## src/rtl/apb_cmd_sequencer.sv

```systemverilog
// apb_cmd_sequencer: buffers host read/write commands in a small FIFO and
// feeds them one at a time to an APB master's system-task interface.
// It waits for the master's completion or error, or for its own watchdog,
// and then returns exactly one in-order response per command.
module apb_cmd_sequencer #(
  parameter int DEPTH      = 4,
  parameter int ADDR_W     = 8,
  parameter int DATA_W     = 32,
  parameter int WAIT_LIMIT = 64
) (
  input  logic                     apb_clk,
  input  logic                     apb_reset_n,
  input  logic                     cmd_valid,
  output logic                     cmd_ready,
  input  logic [ADDR_W-1:0]        cmd_addr,
  input  logic [DATA_W-1:0]        cmd_wdata,
  input  logic                     cmd_write,
  output logic                     rsp_valid,
  input  logic                     rsp_ready,
  output logic [ADDR_W-1:0]        rsp_addr,
  output logic                     rsp_write,
  output logic [DATA_W-1:0]        rsp_rdata,
  output logic [1:0]               rsp_err,
  output logic [ADDR_W-1:0]        addr,
  output logic [DATA_W-1:0]        data,
  output logic                     data_dir,
  output logic                     data_valid,
  input  logic                     transaction_done,
  input  logic [DATA_W-1:0]        read_out_data,
  input  logic                     apb_tranerr,
  output logic [$clog2(DEPTH):0]   cmd_count,
  output logic                     busy
);

  localparam int PTR_W = $clog2(DEPTH);
  localparam int CNT_W = $clog2(DEPTH) + 1;
  localparam int WD_W  = $clog2(WAIT_LIMIT) + 1;
  localparam logic [CNT_W-1:0] FULL_CNT = CNT_W'(DEPTH);
  localparam logic [WD_W-1:0]  WD_LAST  = WD_W'(WAIT_LIMIT - 1);

  localparam logic [1:0] ERR_OK  = 2'd0;
  localparam logic [1:0] ERR_APB = 2'd1;
  localparam logic [1:0] ERR_WD  = 2'd2;

  typedef enum logic [1:0] {
    S_IDLE  = 2'd0,
    S_ISSUE = 2'd1,
    S_WAIT  = 2'd2,
    S_RESP  = 2'd3
  } state_t;

  state_t              r_state;
  logic [ADDR_W-1:0]   r_fifo_addr  [DEPTH];
  logic [DATA_W-1:0]   r_fifo_wdata [DEPTH];
  logic                r_fifo_write [DEPTH];
  logic [PTR_W-1:0]    r_wr_ptr;
  logic [PTR_W-1:0]    r_rd_ptr;
  logic [CNT_W-1:0]    r_count;
  logic [WD_W-1:0]     r_wd_cnt;

  logic [ADDR_W-1:0]   r_addr;
  logic [DATA_W-1:0]   r_data;
  logic                r_dir;
  logic                r_data_valid;
  logic                r_rsp_valid;
  logic [ADDR_W-1:0]   r_rsp_addr;
  logic                r_rsp_write;
  logic [DATA_W-1:0]   r_rsp_rdata;
  logic [1:0]          r_rsp_err;

  logic                w_ready;
  logic                w_push;
  logic                w_pop;

  // Ready depends only on the registered occupancy, so the host sees no
  // combinational path from anything else in the block.
  assign w_ready = (r_count != FULL_CNT);
  assign w_push  = cmd_valid & w_ready;
  // The sequencer only takes a new command once the previous response is gone.
  assign w_pop   = (r_state == S_IDLE) && (r_count != {CNT_W{1'b0}});

  // FIFO storage: written on every accepted command; no reset needed since
  // occupancy tracking alone decides which entries are live.
  always_ff @(posedge apb_clk) begin
    if (w_push) begin
      r_fifo_addr[r_wr_ptr]  <= cmd_addr;
      r_fifo_wdata[r_wr_ptr] <= cmd_wdata;
      r_fifo_write[r_wr_ptr] <= cmd_write;
    end
  end

  // FIFO pointers and occupancy; pointers wrap naturally at DEPTH.
  always_ff @(posedge apb_clk) begin
    if (!apb_reset_n) begin
      r_wr_ptr <= {PTR_W{1'b0}};
      r_rd_ptr <= {PTR_W{1'b0}};
      r_count  <= {CNT_W{1'b0}};
    end else begin
      if (w_push) begin
        r_wr_ptr <= r_wr_ptr + PTR_W'(1);
      end
      if (w_pop) begin
        r_rd_ptr <= r_rd_ptr + PTR_W'(1);
      end
      case ({w_push, w_pop})
        2'b10:   r_count <= r_count + CNT_W'(1);
        2'b01:   r_count <= r_count - CNT_W'(1);
        default: r_count <= r_count;
      endcase
    end
  end

  // Issue/response sequencer with all master-side and host-side outputs registered.
  always_ff @(posedge apb_clk) begin
    if (!apb_reset_n) begin
      r_state      <= S_IDLE;
      r_wd_cnt     <= {WD_W{1'b0}};
      r_addr       <= {ADDR_W{1'b0}};
      r_data       <= {DATA_W{1'b0}};
      r_dir        <= 1'b0;
      r_data_valid <= 1'b0;
      r_rsp_valid  <= 1'b0;
      r_rsp_addr   <= {ADDR_W{1'b0}};
      r_rsp_write  <= 1'b0;
      r_rsp_rdata  <= {DATA_W{1'b0}};
      r_rsp_err    <= ERR_OK;
    end else begin
      case (r_state)
        S_IDLE: begin
          if (w_pop) begin
            r_addr       <= r_fifo_addr[r_rd_ptr];
            r_data       <= r_fifo_write[r_rd_ptr] ? r_fifo_wdata[r_rd_ptr] : {DATA_W{1'b0}};
            r_dir        <= r_fifo_write[r_rd_ptr];
            r_data_valid <= 1'b1;
            r_state      <= S_ISSUE;
          end
        end
        S_ISSUE: begin
          // One-cycle request pulse, so the master cannot re-trigger later.
          r_data_valid <= 1'b0;
          r_wd_cnt     <= {WD_W{1'b0}};
          r_state      <= S_WAIT;
        end
        S_WAIT: begin
          r_wd_cnt <= r_wd_cnt + WD_W'(1);
          if (transaction_done) begin
            r_rsp_rdata <= r_dir ? {DATA_W{1'b0}} : read_out_data;
            r_rsp_err   <= ERR_OK;
            r_rsp_addr  <= r_addr;
            r_rsp_write <= r_dir;
            r_rsp_valid <= 1'b1;
            r_state     <= S_RESP;
          end else if (apb_tranerr) begin
            r_rsp_rdata <= {DATA_W{1'b0}};
            r_rsp_err   <= ERR_APB;
            r_rsp_addr  <= r_addr;
            r_rsp_write <= r_dir;
            r_rsp_valid <= 1'b1;
            r_state     <= S_RESP;
          end else if (r_wd_cnt == WD_LAST) begin
            r_rsp_rdata <= {DATA_W{1'b0}};
            r_rsp_err   <= ERR_WD;
            r_rsp_addr  <= r_addr;
            r_rsp_write <= r_dir;
            r_rsp_valid <= 1'b1;
            r_state     <= S_RESP;
          end
        end
        S_RESP: begin
          if (rsp_ready) begin
            r_rsp_valid <= 1'b0;
            r_state     <= S_IDLE;
          end
        end
        default: begin
          r_data_valid <= 1'b0;
          r_rsp_valid  <= 1'b0;
          r_state      <= S_IDLE;
        end
      endcase
    end
  end

  assign cmd_ready  = w_ready;
  assign cmd_count  = r_count;
  assign busy       = (r_state != S_IDLE) || (r_count != {CNT_W{1'b0}});
  assign addr       = r_addr;
  assign data       = r_data;
  assign data_dir   = r_dir;
  assign data_valid = r_data_valid;
  assign rsp_valid  = r_rsp_valid;
  assign rsp_addr   = r_rsp_addr;
  assign rsp_write  = r_rsp_write;
  assign rsp_rdata  = r_rsp_rdata;
  assign rsp_err    = r_rsp_err;

endmodule

```

## config.mk

```make
export PLATFORM = sky130hd
export DESIGN_NAME = apb_cmd_sequencer
export DESIGN_NICKNAME = d
export VERILOG_FILES = /design/src/rtl/apb_cmd_sequencer.sv
export SDC_FILE = /design/constraint.sdc
export NUM_CORES = 1
export LEC_CHECK = 0
export BUFFER_PORTS_ARGS = -buffer_cell sky130_fd_sc_hd__buf_2
export CORE_AREA = 2 2 178 197
export DETAILED_ROUTE_END_ITERATION = 6
export DIE_AREA = 0 0 180 199
export HOLD_SLACK_MARGIN = 0.02
export PLACE_DENSITY_LB_ADDON = 0.3
export SYNTH_ARGS = -nofsm -noshare
export SYNTH_HDL_FRONTEND = slang
export SYNTH_SLANG_ARGS = --single-unit
export TNS_END_PERCENT = 20
```

## constraint.sdc

```tcl
create_clock -name apb_clk -period 2.8 [get_ports apb_clk]
set_input_delay 0.56 -clock apb_clk [delete_from_list [all_inputs] [get_ports apb_clk]]
set_output_delay 0.56 -clock apb_clk [all_outputs]
set_load 0.1 [all_outputs]
```

Yosys cells after proc, flatten, opt, wreduce, memory -nomap -nowiden
Memories as Yosys holds them, arrays and structs flattened. A register that Yosys moved wholly into a read port is not among the register bits.
Cells that the tools add are included.
- word-level logic and storage cells: 83
- output and inout bits: 91
- bits in read-only memories: 0
- input port bits: 79
- memories: 3
- latch bits: 0
- flip-flop bits (word level): 94
- bits in writable memories: 164
- memories (memory ; depth ; width ; read ports ; clocked after Yosys merged registers in ; write ports ; RTL line ; source):
    r_fifo_wdata ; 4 ; 32 ; 1 ; 1 ; 1 ; 54 ; logic [DATA_W-1:0] r_fifo_wdata [DEPTH];
    r_fifo_addr ; 4 ; 8 ; 1 ; 1 ; 1 ; 53 ; logic [ADDR_W-1:0] r_fifo_addr [DEPTH];
    r_fifo_write ; 4 ; 1 ; 1 ; 1 ; 1 ; 55 ; logic r_fifo_write [DEPTH];
- multipliers: 0
- reductions and logical operators: 16
- bitwise logic cells: 1
- add/subtract/negate cells: 5
- shifts and indexed selects: 0
- order comparisons: 0
- div/mod/pow operators: 0
- equal/unequal tests: 10
- mux-type cells: 35
- operator list (kind ; number):
    two-way mux 32 bit ; 5
    two-way mux 2 bit ; 12
    two-way mux 8 bit ; 3
    case mux 7 bit (2 select lines) ; 1
    two-way mux 1 bit ; 10
    nonzero test 2 bit ; 5
    case mux 2 bit (4 select lines) ; 1
    adder 7 x 1 -> 7 bit, second input constant ; 1
    == test 7 x 6 -> 1 bit, second input constant ; 1
    == test 2 bit, second input constant ; 3
    case mux 3 bit (2 select lines) ; 1
    AND reduction 2 bit ; 3
    AND reduction 3 bit ; 2
    nonzero test 3 bit ; 2
    adder 2 x 1 -> 2 bit, second input constant ; 2
    == test 2 x 1 -> 1 bit, second input constant ; 2
    != test 2 bit, second input constant ; 2
    != test 4 bit, second input constant ; 1
    case mux 1 bit (2 select lines) ; 2
    adder 3 x 1 -> 3 bit, second input constant ; 1
    != test 3 bit, second input constant ; 1
    subtractor 3 x 1 -> 3 bit, second input constant ; 1
    logical NOT 2 bit ; 1
    bitwise AND 1 bit ; 1
    3 further kinds ; 3

Logic depth before layout (Yosys ltp)
Gate-level depths: netlist of run 1.
- depth after elaboration: 5
- mapped depth: 10
- gate-level depth less buffers: 9

Least setup slack after synthesis of run 1
No wires, ideal clock.
- path type: register -> register
- start point: register r_count[0], in the netlist cmd_count[0]
- end point: register r_count[2], in the netlist cmd_count[2]
- setup time: 0.076 ns
- required time: 2.724 ns
- path slack: -0.695 ns
- period minus slack after synthesis: 3.495 ns
- buffers on the path: 0
- data arrival time: 3.419 ns
- stages on the path, launching flop included: 9
- cell sequence: dfxtp_1 -> or3b_1 -> and2_1 -> inv_1 -> ha_1 -> fa_1 -> xnor2_1 -> or3_1 -> a21boi_0
- cells in the longest elaborated chain, start to end: 4
- elaborated cells between the ends (all ways): 10
- those cells by class: add/sub (2); eq/ne (3); mux (1); bitwise (1); reduce/logical (3)
- RTL lines (element ; RTL line ; source):
    start: declaration ; 58 ; logic [CNT_W-1:0] r_count;
    start signal: assignment ; 97 ; r_count <= {CNT_W{1'b0}};
    start signal: assignment ; 106 ; 2'b10: r_count <= r_count + CNT_W'(1);
    start signal: assignment ; 107 ; 2'b01: r_count <= r_count - CNT_W'(1);
    != test 3 bit (*) ; 77 ; assign w_ready = (r_count != FULL_CNT);
    via cmd_ready ; 14 ; output logic cmd_ready,
    bitwise AND 1 bit (*) ; 78 ; assign w_push = cmd_valid & w_ready;
    == test 2 x 1 -> 1 bit or == test 2 bit (tied branches) ; 105 ; case ({w_push, w_pop})
    case mux 3 bit (2 select lines) or nonzero test 2 bit (tied branches) ; -- ;
Mark *: on every way through the listed nets, which the timed path passes. The rest lies on a longest branch.
A chain may end at the register's enable or synchronous reset.

Worst setup path after layout of run 1
- start point: register r_state[0]
- end point: output busy
- cells in the longest elaborated chain, start to end: 2
- RTL lines (element ; RTL line ; source):
    start: declaration ; 52 ; state_t r_state;
    start signal: assignment ; 116 ; r_state <= S_IDLE;
    start signal: assignment ; 135 ; r_state <= S_ISSUE;
    start signal: assignment ; 142 ; r_state <= S_WAIT;
    nonzero test 2 bit ; 186 ; assign busy = (r_state != S_IDLE) || (r_count != {CNT_W{1'b0}});
    logical OR 1 bit ; 186 ;
    end: declaration ; 32 ; output logic busy
No other way between the ends.

==> results.cfg, run 1 <==
[setup_path]
required_ps = 2240
arrival_ps = 2070
startpoint_type = flop
r2r_setup_slack_ps = 610
endpoint_kind = output port
crit_path_max_fanout = 4
path_class = flop to output port

[route]
wire_per_inst_microns = 16.4
drc_errors = 0
drt_iter0_drc = 334
vias = 6003
vias_per_cell = 4.48
first_pass_iters = 4
ant_nets = 0
wirelength_mm = 22.0

[finish]
fin_nets = 968
drive_above_1_share_pct = 32.3
fillers = 3268
synthToLayoutAreaGrowth_pct = 25.1
fin_util_pct = 37.0

[sta]
min_period_over_period_pct = 94.0
fmax_mhz = 380
setup_tns_ps = 0
hold_viol = 0
maxSlewHeadroom_pct = 57.9
setup_viol = 0
worst_slew_pin_slew_ps = 631
min_period_ps = 2630
hold_ws_ps = 213
fin_skew_ps = 6.91
rsz0062_at_grt = false
slew_violations = 0

[placed_design]
gp_congestion = 0.684
portBuffers = 169
dpl.hpwl_mm = 14.0

[global_route]
gr-total-overflow = 0
track_usage_pct = 12.2
grt_pass1_vias = 5984
grt_pass1_wl_mm = 34.4
grt_max_degree = 64
antenna_found_initial = 3

[power]
p_per_area_mw_per_mm2 = 1110
irDropWorstVdd_v = 0.000690
p_leak_nw = 4.69

[die]
dieArea_sq_mm = 0.0358
dieHeight_microns = 199
die_x_microns = 180
core_sq_mm = 0.0338
initial_core_util_pct = 29.6
rows = 71
ios = 170

[cts]
clk_pin_slew_worst_paths_ps = 60
cts_made_buffers = 30
cts_resized = 0
postCtsHoldBufs = 0
cts_tree = built
cts-root-buf = clkbuf_16
cts_setup_buffers = 0
cts_max_level = 1
clock_latency_ps = 560
cts_buffer_depth = 3
clock-sinks = 268

[synthesis]
syn_area_sq_mm = 0.0100
synth-edff-count = 164
avgSynthCellArea_sq_um = 14.2
netlist.area_leader.share_pct = 49.2
ys.warnings.count = 0
synthesis.nets = 794
synth_top_flop_cell = edfxtp_1
synth.area.top_cells = edfxtp_1, dfxtp_1, mux4_2
yosys.cell_types.count = 39
yosysSeqAreaShare_pct = 70.0
ys_seq_elements = 268
netlist_instances = 703
yosysTopAreaCell = edfxtp_1
async_flop_share_pct = 0

[worst_hold_path]
hold_class = primary input to flop

[flow_run]
timing.max_cap.violations = 0

[run_status]
status = completed
layout make-up:
type	count	area, sq um	area share [%]
Inverter	40	150	1.20
Multi-Input combinational cell	350	2680	21.4
Sequential cell	268	7010	56.0
Timing Repair Buffer	187	1060	8.43
Clock inverter	15	204	1.63
Antenna cell	1	2.50	0.0200
Tap cell	438	548	4.38
Clock buffer	41	873	6.97
cell families (layout without fill, tap and decap cells):
kind of cell               after synthesis  in the layout  share of synthesized area, %
AOI/OAI and AO/OA                       98             98                          5.65
other                                    0              1                             0
muxes                                   51             51                          10.2
and+or+nand+nor                        181            181                          8.44
DFF                                    268            268                          70.0
adders and majority gates               12             12                          1.57
buffers and inverters                   85            283                          3.42
xor gates and xnor gates                 8              8                         0.700
state kept, by name (all words and copies together) (netlist names), 2 cells and up, named ones only:
name / cells
r_fifo_wdata: 128
data: 32
r_fifo_addr: 32
rsp_rdata: 32
addr: 8
rsp_addr: 8
r_wd_cnt: 7
r_fifo_write: 4
cmd_count: 3
r_rd_ptr: 2
r_state: 2
r_wr_ptr: 2
rsp_err: 2
cell usage after synthesis (all sizes together) (3+ instances only):
library cell and instances:
inv 40, clkbuf 31, o21ai 73, a21boi 14
nand3 4, buf 14, ha 11, and2 8
a21oi 4, nor2 7, mux2i 10, edfxtp 164
xnor2 5, nand2 112, dfxtp 104, mux4 41
and3 4, nand4 35, xor2 3, nor2b 3
through the flow:
step	instance area (sq um)	instances	total power [W]	setup slack, ps
after floorplan	10000	703	0.00878	99.7
after global placement	11400	1283	0.00982	603
after detailed placement	11400	1283	0.00986	597
after CTS	12500	1339	0.0141	147
after global routing	12500	1339	0.0146	66.9
final	12500	1340	0.0139	169
critical path, cell delays in order, from the launching register on:
cell and delay [ps]:
dfxtp_1 340, inv_1 120, ha_1 200, or4b_1 520, buf_2 330
power by group:
group	internal (W)	switching (W)	total, W
Sequential	0.00478	0.000314	0.00510
Combinational	0.00122	0.00336	0.00458
Clock	0.00263	0.00157	0.00420
Total	0.00863	0.00524	0.0139
metal layers:
layer	vias to the layer above	routed length [microns]	part of all wire [%]	track usage, %
li1	2913	-	-	-
met1	2887	9700	44	15.9
met2	164	10300	47	20.1
met3	35	1510	6.8	3.26
met4	4	463	2.1	3.61
met5	-	27	0.12	0
cells in the final DEF, fill, tap and decap left out, drive strengths merged, types with 5 or more instances in the layout:
| cell | count |
|---|---|
| clkinv | 7 |
| nand2 | 112 |
| nor2 | 7 |
| buf | 187 |
| a21boi | 14 |
| mux4 | 41 |
| ha | 11 |
| and2 | 8 |
| edfxtp | 164 |
| dfxtp | 104 |
| inv | 41 |
| xnor2 | 5 |
| mux2i | 10 |
| bufinv | 5 |
| clkbuf | 41 |
| o21ai | 73 |
| nand4 | 35 |
worst paths after layout:
| check | endpoint | cells past startpoint | from |
|---|---|---|---|
| min | r_fifo_wdata[0][30] | 1 | cmd_wdata[30] |
| min reg2reg | rsp_rdata[6] | 2 | rsp_rdata[6] |
| max | busy | 4 | r_state[0] |
| max reg2reg | cmd_count[2] | 9 | r_state[0] |
Power figures use the tool's default switching activity.
==> inputs of run 2 (changes only) <==
--- a/config.mk
+++ b/config.mk
@@ -10,7 +10,7 @@
 export DETAILED_ROUTE_END_ITERATION = 6
 export DIE_AREA = 0 0 180 199
 export HOLD_SLACK_MARGIN = 0.02
-export PLACE_DENSITY_LB_ADDON = 0.3
+export PLACE_DENSITY_LB_ADDON = 0.15
 export SYNTH_ARGS = -nofsm -noshare
 export SYNTH_HDL_FRONTEND = slang
 export SYNTH_SLANG_ARGS = --single-unit
==> results.cfg, run 2 (synthesis results as in run 1) <==
[cts]
clock_latency_ps = 560
cts_resized = 0
cts_buffer_depth = 3
clk_pin_slew_worst_paths_ps = 60
cts_tree = built
postCtsHoldBufs = 0
clock-sinks = 268
cts_max_level = 1
cts-root-buf = clkbuf_16
cts_setup_buffers = 0
cts_made_buffers = 31

[power]
power_w = 0.0142
irDropWorstVdd_v = 0.000533
p_per_area_mw_per_mm2 = 1130
p_leak_nw = 4.73

[setup_path]
endpoint_kind = output port
r2r_end = cmd_count[2]
startpoint_type = flop
r2r_setup_slack_ps = 640
arrival_ps = 2010
reg2reg_depth = 9
crit_path_max_fanout = 4
r2r_start = r_state[0]
path_class = flop to output port
required_ps = 2240

[sta]
fin_skew_ps = 15.1
min_period_over_period_pct = 91.9
worst_slew_pin_slew_ps = 693
min_period_ps = 2570
setup_viol = 0
fmax_mhz = 388
maxSlewHeadroom_pct = 53.8
rsz0062_at_grt = false
hold_viol = 0
setup_tns_ps = 0
slew_violations = 0

[finish]
layout_common_cells = buf_2, edfxtp_1, nand2_1
synthToLayoutAreaGrowth_pct = 25.9
fin_cells = 1344
final_common_cell = buf_2
fin_nets = 970
drive_above_1_share_pct = 33.1
regMostFlops = r_fifo_wdata
largest_reg_flops = 128

[placed_design]
dpl.hpwl_mm = 14.4
gp_congestion = 0.681
placed_cells = 1284
portBuffers = 169

[global_route]
grt_pass1_vias = 6231
use_met3_pct = 2.98
grt_use_met2_pct = 21.4
grt_max_degree = 43
track_usage_pct = 12.9
met1_usage_pct = 17.1
gr-total-overflow = 0
busiest_layer = met2
antenna_found_initial = 3
grt_pass1_wl_mm = 36.6

[run_status]
status = completed

[flow_run]
timing.max_cap.violations = 0

[route]
vias = 6054
vias_per_cell = 4.50
first_pass_iters = 4
ant_nets = 0
wirelength_mm = 23.0
drt_iter0_drc = 268
wire_per_inst_microns = 17.1
drc_errors = 0

[die]
rows = 71
dieArea_sq_mm = 0.0358
die_x_microns = 180
dieHeight_microns = 199
initial_core_util_pct = 29.6
ios = 170
core_sq_mm = 0.0338

[worst_hold_path]
whs_path_depth = 1
hold_end = r_fifo_wdata[1][14]
hold_class = primary input to flop
hp-start = cmd_wdata[14]
## run 2: cell count changes in the layout (fill, tap and decap cells not counted)
cell / change
diode_2: +1
clkinv_2: +7
buf_4: +2
clkinv_1: -3
bufinv_16: +4
clkbuf_8: -6
clkinv_4: +1
clkinv_8: +1
buf_12: -1
clkbuf_1: -2
## run 2: layout make-up
cell class                      count  area, sq um
Antenna cell                        2         5.00
Clock buffer                       33          783
Clock inverter                     25          373
Fill cell                        3257        21200
Inverter                           40          150
Multi-Input combinational cell    350         2680
Sequential cell                   268         7010
Tap cell                          438          548
Timing Repair Buffer              188         1050
## run 2: worst max-delay path, stage by stage, from the launching register on
cell and delay (ps):
dfxtp_1 340, inv_1 110, ha_1 180, or4b_1 510
buf_2 330
## run 2: power by group
group	internal (W)	total (W)	switching, W
registers	0.00478	0.00508	0.000300
clock network	0.00286	0.00449	0.00163
logic	0.00122	0.00463	0.00341
## run 2: through the flow
stage	hold WS (ps)	util, %	setup slack (ps)	area (sq um)
5_1_grt	199	37.2	125	12600
2_1_floorplan	458	-	99.7	10000
6_report	216	37.2	226	12600
3_3_place_gp	432	33.8	599	11400
3_5_place_dp	439	33.8	564	11400
4_1_cts	188	37.2	172	12600
## run 2: how the worst max path moves through the flow
stage                 startpoint            to  depth (start not counted)
floorplan           cmd_count[0]  cmd_count[2]                          8
global placement       cmd_valid  cmd_count[2]                          8
detailed placement     cmd_valid  cmd_count[2]                          8
CTS                   r_state[0]          busy                          4
global route          r_state[1]          busy                          4
finish                r_state[0]          busy                          4
## run 2: metal layers
metal	share of wire [%]	vias up
li1	-	2919
met1	45	2911
met2	47	182
met3	6.0	40
met4	2.2	2
met5	0.052	-
